### src/rtl/player_motion_fsm.sv
// rtl/player_motion_fsm.sv - player car motion, crash animation and respawn FSM; optional blink via RESPAWN_BLINK_EN
module player_motion_fsm #(
  parameter int W              = 11,
  parameter int MIN_X          = 242,
  parameter int MAX_X          = 484,
  parameter int X_START        = 256,
  parameter int Y_POS          = 380,
  parameter int CAR_W          = 32,
  parameter int CAR_H          = 36,
  parameter int MAX_SPEED      = 4,
  parameter int IMG_ALIVE      = 0,
  parameter int IMG_CRASH0     = 99,
  parameter int CRASH_IMGS     = 12,
  parameter int FRAMES_PER_IMG = 16,
  parameter int INVULN_FRAMES  = 120
`ifdef RESPAWN_BLINK_EN
  ,
  parameter int BLINK_FRAMES   = 8
`endif
) (
  input  logic         clk,
  input  logic         resetN,
  input  logic         frame_start,
  input  logic         plus_is_pressed,
  input  logic         minus_is_pressed,
  input  logic         collision,
  output logic [W-1:0] img_id,
  output logic [W-1:0] player_x,
  output logic [W-1:0] player_y,
  output logic [W-1:0] width,
  output logic [W-1:0] height,
  output logic         crashing,
  output logic         invulnerable,
  output logic         visible,
  output logic [3:0]   crash_count
);

  localparam int SW        = $clog2(MAX_SPEED + 1);
  localparam int WX        = W + 1;
  localparam int CRASH_LEN = CRASH_IMGS * FRAMES_PER_IMG;
  localparam int CNT_MAX   = (CRASH_LEN > INVULN_FRAMES) ? CRASH_LEN : INVULN_FRAMES;
  localparam int FCW       = $clog2(CNT_MAX + 1);

  localparam logic [1:0] ST_ALIVE   = 2'd0;
  localparam logic [1:0] ST_CRASH   = 2'd1;
  localparam logic [1:0] ST_RESPAWN = 2'd2;

  logic [1:0]     state_q, state_d;
  logic [W-1:0]   x_q, x_d;
  logic [SW-1:0]  spd_q, spd_d;
  logic           dir_q, dir_d;
  logic [FCW-1:0] cnt_q, cnt_d;
  logic [W-1:0]   img_q, img_d;
  logic [3:0]     cc_q, cc_d;

  logic           go_r, go_l;
  logic [SW-1:0]  spd_mv;
  logic           dir_mv;
  logic [W-1:0]   x_mv;
  logic           wall_hit;
  logic           enter_crash;
  logic [FCW-1:0] cnt_inc;

  // exactly one key held steers; both or none means stop
  assign go_r    = plus_is_pressed & ~minus_is_pressed;
  assign go_l    = minus_is_pressed & ~plus_is_pressed;
  assign cnt_inc = cnt_q + FCW'(1);

  // candidate move for this frame: accelerate, then clamp to the road in W+1 bits
  always_comb begin
    spd_mv   = '0;
    dir_mv   = dir_q;
    x_mv     = x_q;
    wall_hit = 1'b0;
    if (go_r || go_l) begin
      if (spd_q == '0 || go_r != dir_q) spd_mv = SW'(1);
      else if (spd_q == SW'(MAX_SPEED)) spd_mv = spd_q;
      else spd_mv = spd_q + SW'(1);
      dir_mv = go_r;
    end
    if (go_r) begin
      if (WX'(x_q) + WX'(spd_mv) + WX'(CAR_W) > WX'(MAX_X)) begin
        x_mv     = W'(MAX_X - CAR_W);
        wall_hit = 1'b1;
      end else begin
        x_mv = x_q + W'(spd_mv);
      end
    end else if (go_l) begin
      if (WX'(x_q) < WX'(MIN_X) + WX'(spd_mv)) begin
        x_mv     = W'(MIN_X);
        wall_hit = 1'b1;
      end else begin
        x_mv = x_q - W'(spd_mv);
      end
    end
  end

  // frame-rate state machine; nothing moves between frame_start pulses
  always_comb begin
    state_d     = state_q;
    x_d         = x_q;
    spd_d       = spd_q;
    dir_d       = dir_q;
    cnt_d       = cnt_q;
    img_d       = img_q;
    cc_d        = cc_q;
    enter_crash = 1'b0;
    if (frame_start) begin
      case (state_q)
        ST_ALIVE: begin
          if (collision) begin
            enter_crash = 1'b1;
          end else begin
            x_d         = x_mv;
            spd_d       = spd_mv;
            dir_d       = dir_mv;
            enter_crash = wall_hit;
          end
        end
        ST_CRASH: begin
          spd_d = '0;
          if (cnt_q == FCW'(CRASH_LEN - 1)) begin
            state_d = ST_RESPAWN;
            x_d     = W'(X_START);
            img_d   = W'(IMG_ALIVE);
            cnt_d   = '0;
          end else begin
            cnt_d = cnt_inc;
            img_d = W'(IMG_CRASH0) + W'(cnt_inc / FCW'(FRAMES_PER_IMG));
          end
        end
        ST_RESPAWN: begin
          x_d   = x_mv;
          spd_d = spd_mv;
          dir_d = dir_mv;
          if (cnt_q == FCW'(INVULN_FRAMES - 1)) begin
            state_d = ST_ALIVE;
            cnt_d   = '0;
          end else begin
            cnt_d = cnt_inc;
          end
        end
        default: state_d = ST_ALIVE;
      endcase
      if (enter_crash) begin
        state_d = ST_CRASH;
        spd_d   = '0;
        cnt_d   = '0;
        img_d   = W'(IMG_CRASH0);
        cc_d    = (cc_q == 4'hF) ? cc_q : cc_q + 4'd1;
      end
    end
  end

  // state registers with asynchronous reset
  always_ff @(posedge clk or negedge resetN) begin
    if (!resetN) begin
      state_q <= ST_ALIVE;
      x_q     <= W'(X_START);
      spd_q   <= '0;
      dir_q   <= 1'b0;
      cnt_q   <= '0;
      img_q   <= W'(IMG_ALIVE);
      cc_q    <= '0;
    end else begin
      state_q <= state_d;
      x_q     <= x_d;
      spd_q   <= spd_d;
      dir_q   <= dir_d;
      cnt_q   <= cnt_d;
      img_q   <= img_d;
      cc_q    <= cc_d;
    end
  end

`ifdef RESPAWN_BLINK_EN
  localparam int BW = $clog2(BLINK_FRAMES + 1);
  logic [BW-1:0] blink_q, blink_d;
  logic          vis_q, vis_d;

  // blink: hidden on respawn entry, toggle every BLINK_FRAMES frames, solid again in ALIVE
  always_comb begin
    blink_d = blink_q;
    vis_d   = vis_q;
    if (frame_start) begin
      if (state_q == ST_CRASH && state_d == ST_RESPAWN) begin
        blink_d = '0;
        vis_d   = 1'b0;
      end else if (state_q == ST_RESPAWN) begin
        if (state_d == ST_ALIVE) begin
          blink_d = '0;
          vis_d   = 1'b1;
        end else if (blink_q == BW'(BLINK_FRAMES - 1)) begin
          blink_d = '0;
          vis_d   = ~vis_q;
        end else begin
          blink_d = blink_q + BW'(1);
        end
      end
    end
  end

  // blink registers
  always_ff @(posedge clk or negedge resetN) begin
    if (!resetN) begin
      blink_q <= '0;
      vis_q   <= 1'b1;
    end else begin
      blink_q <= blink_d;
      vis_q   <= vis_d;
    end
  end

  assign visible = vis_q;
`else
  assign visible = 1'b1;
`endif

  assign img_id       = img_q;
  assign player_x     = x_q;
  assign player_y     = W'(Y_POS);
  assign width        = W'(CAR_W);
  assign height       = W'(CAR_H);
  assign crashing     = (state_q == ST_CRASH);
  assign invulnerable = (state_q == ST_RESPAWN);
  assign crash_count  = cc_q;

endmodule

### config.mk
export PLATFORM = sky130hd
export DESIGN_NAME = player_motion_fsm
export DESIGN_NICKNAME = d
export VERILOG_FILES = /design/src/rtl/player_motion_fsm.sv
export SDC_FILE = /design/constraint.sdc
export NUM_CORES = 1
export LEC_CHECK = 0
export CORE_ASPECT_RATIO = 0.75
export CORE_MARGIN = 10
export CORE_UTILIZATION = 45
export CTS_CLUSTER_SIZE = 14
export DETAILED_ROUTE_END_ITERATION = 12
export HOLD_SLACK_MARGIN = 0.1
export PLACE_DENSITY = 0.75
export SLEW_MARGIN = 20
export SYNTH_ARGS = -nofsm -noshare
export SYNTH_HDL_FRONTEND = slang
export SYNTH_SLANG_ARGS = --single-unit
### constraint.sdc
create_clock -name clk -period 3 [get_ports clk]
set_input_delay 0.45 -clock clk [delete_from_list [all_inputs] [get_ports clk]]
set_output_delay 0.45 -clock clk [all_outputs]
set_load 0.02 [all_outputs]
==> out/metrics.yaml <==
run_status:
  status: "complete, but fails checks"
  violations: "setup timing"
global_route:
  grt.total_usage_pct: 16.4
  grt_use_met1_pct: 23.1
  grt-ovfl-total: 0
  busiest_layer: "met2"
  grt_max_degree: 36
  first_global_vias: 2833
  grt_pass1_wl_microns: 14500
  use_met2_pct: 23.9
  antenna_found_initial: 0
  use_met3_pct: 3.93
critical_path:
  crit_start: "spd_q[0]$_DFFE_PN0P_"
  required_ns: 3.22
  worst_r2r_startpoint: "spd_q[0]$_DFFE_PN0P_"
  start_kind: "flop"
  cp_max_fo: 6
  critPathKind: "reg -> reg"
  cp.arrival_ns: 3.54
  endpoint_kind: "flop"
sta:
  finalMaxSlewViolations: 0
  setup_viol: 33
  fin_tns_setup_ns: -6.40
  finalCriticalPeriod_ns: 3.32
  hold_violations: 0
  clock_skew_ns: 0.00804
  relSlewSlack_pct: 63.4
  fmaxAchievable_mhz: 301
  fin_crit_sh_pct: 111
  rsz0062_at_grt: "true"
  layout_setup_ws_ns: -0.319
  worstMarginPinSlew_ns: 0.545
routing:
  num_vias: 3021
  wl_microns: 9390
  drc: 0
  vias_per_cell: 5.53
  drtIter0Drc: 269
  ant_nets: 0
  wl_per_cell_microns: 17.2
  dr.pass1.iters: 5
die:
  die_y_microns: 92.8
  core_sq_mm: 0.00683
  start_util_pct: 46.5
  fp-row-count: 26
  die_w_microns: 117
  io_pins: 68
  die_area_sq_mm: 0.0109
power_and_ir_drop:
  internal_power_uw: 2050
  switchingPower_uw: 1850
  power_density_mw_per_mm2: 904
  seqPwrFrac_pct: 24.0
  ir_drop_mv: 0.584
  power_frac_comb_pct: 66.6
  power_frac_clock_pct: 9.4
  p_sw_share_pct: 47.4
  p_leak_uw: 0.00190
clocking:
  insertion_delay_ns: 0.30
  htree_levels: 2
  max-clock-path-buffers: 2
  ctsHoldBuffers: 0
  clock-sinks: 35
  root_buffer: "clkbuf_8"
  clkTransAtPathRegs_ns: 0.09
  numCtsBuffers: 5
  cts_tree: "yes"
flow_run:
  max-cap-violations: 0
place:
  preCtsSetupSlack_ns: -1.09
  dp_cells: 524
  numPortBuffers: 29
  gp_congestion: 0.929
  dpl.hpwl_microns: 6600
  dpl_cell_area_sq_mm: 0.00377
logic_synthesis:
  async_flop_share_pct: 100
  synth_area_sq_mm: 0.00318
  avgSynthCellArea_sq_um: 8.23
  synth-seq-cells: 35
  yosysWarnings: 0
  yosysUniqueCellTypes: 64
  synth_ff_type: "dfrtp_1"
  ys_seq_area_share_pct: 27.6
  synth_edf_count: 0
  netlist_instances: 386
layout:
  antenna_cells: 0
  utilization_pct: 63.2
  final_area_sq_mm: 0.00432
  final_common_cell: "buf_4"
  nets: 489
  final_cell_mix: "51 x buf_4, 40 x nand2_1, 38 x conb_1"
  final_cells: 546
  fillerInstances: 548
  drive_gt1_share_pct: 29.9
  areaGrowthSynthToFinish_pct: 36.0
worst_hold_path:
  min_path_type: "reg -> reg"
  hp-start: "cnt_q[0]$_DFFE_PN0P_"
## cell type report
cell class | count | area (sq um) | area share (%)
multi-input combinational | 299 | 2340 | 54.2
tap | 84 | 105 | 2.43
clock inverter | 3 | 20.0 | 0.464
sequential | 35 | 877 | 20.3
clock buffer | 5 | 68.8 | 1.59
inverter | 30 | 125 | 2.90
timing repair buffer | 90 | 782 | 18.1
## layer usage
layer,vias up,routed length [microns]
met1,1466,4270
met2,133,4230
met5,-,0
met4,0,74
li1,1418,-
met3,4,815
## state kept, by name, summed over array words and instances (netlist names)
name	cells
cnt_q	8
crash_count	4
dir_q	1
img_id	6
player_x	11
spd_q	3
state_q	2
## Yosys cell counts, drive strengths merged (12+ instances only)
| cell type | number | area share (%) |
|---|---|---|
| a21oi | 14 | 2.2 |
| buf | 46 | 11 |
| clkbuf | 12 | 1.4 |
| dfrtp | 34 | 27 |
| ha | 20 | 7.9 |
| inv | 30 | 3.5 |
| nand2 | 41 | 4.8 |
| nor2 | 21 | 2.5 |
| o21ai | 25 | 3.9 |
| xnor2 | 12 | 3.3 |
## worst max-delay path, stage by stage, from the launching register on
cell and delay [ns]:
dfrtp_1 0.40, inv_2 0.10, ha_4 0.17, nand3_4 0.08, a21oi_4 0.20, nor2_4 0.06, ha_4 0.16, fa_2 0.41
nand2b_4 0.13, a21oi_4 0.07, mux2_4 0.30, o2111a_1 0.14, nor3_4 0.20, o31ai_4 0.11, buf_6 0.15, or4_4 0.48
o221ai_2 0.07
## logic make-up (layout without fill, tap and decap cells)
kind of cell	after synthesis	in the layout	synth area share, %
AND/OR/NAND/NOR	124	124	20.0
flip-flops	35	35	27.6
AO/OA/AOI/OAI	94	94	21.5
multiplexers	4	4	1.34
buffers and inverters	88	128	15.5
adder cells (fa/ha/maj)	22	22	9.14
other	2	38	0.236
XOR/XNOR	17	17	4.69
## worst paths after layout
check                                           to  slack, ns  depth (start not counted)
max in group asynchronous  player_x[8]$_DFFE_PN1P_       2.09                          2
setup / recovery              cnt_q[5]$_DFFE_PN0P_      -0.32                         16
hold / removal                cnt_q[0]$_DFFE_PN0P_       0.52                          1
hold reg to reg               cnt_q[0]$_DFFE_PN0P_       0.52                          1
min in group asynchronous     cnt_q[5]$_DFFE_PN0P_       0.57                          2
setup reg to reg              cnt_q[5]$_DFFE_PN0P_      -0.32                         16
## power by group through the flow
stage	combinational [uW]	clock, uW	sequential (uW)
after floorplan	1400	0	940
after global placement	2120	0	904
after detailed placement	2170	0	910
after CTS	2400	372	922
after global routing	2800	392	974
final	2600	368	937
## per-stage QoR
step,power [uW],hold slack [ns]
detailed placement,3080,0.491
CTS,3690,0.520
finish,3900,0.518
global route,4170,0.529
global placement,3020,0.484
floorplan,2340,0.154
## what timing repair did
action                                  4_1_cts  5_1_grt
gates resized for setup                      59       28
pin swaps                                    25       15
endpoints found under the setup margin       34       34
buffers inserted                              8        8
No activity file was read; power rests on OpenSTA's default activity.
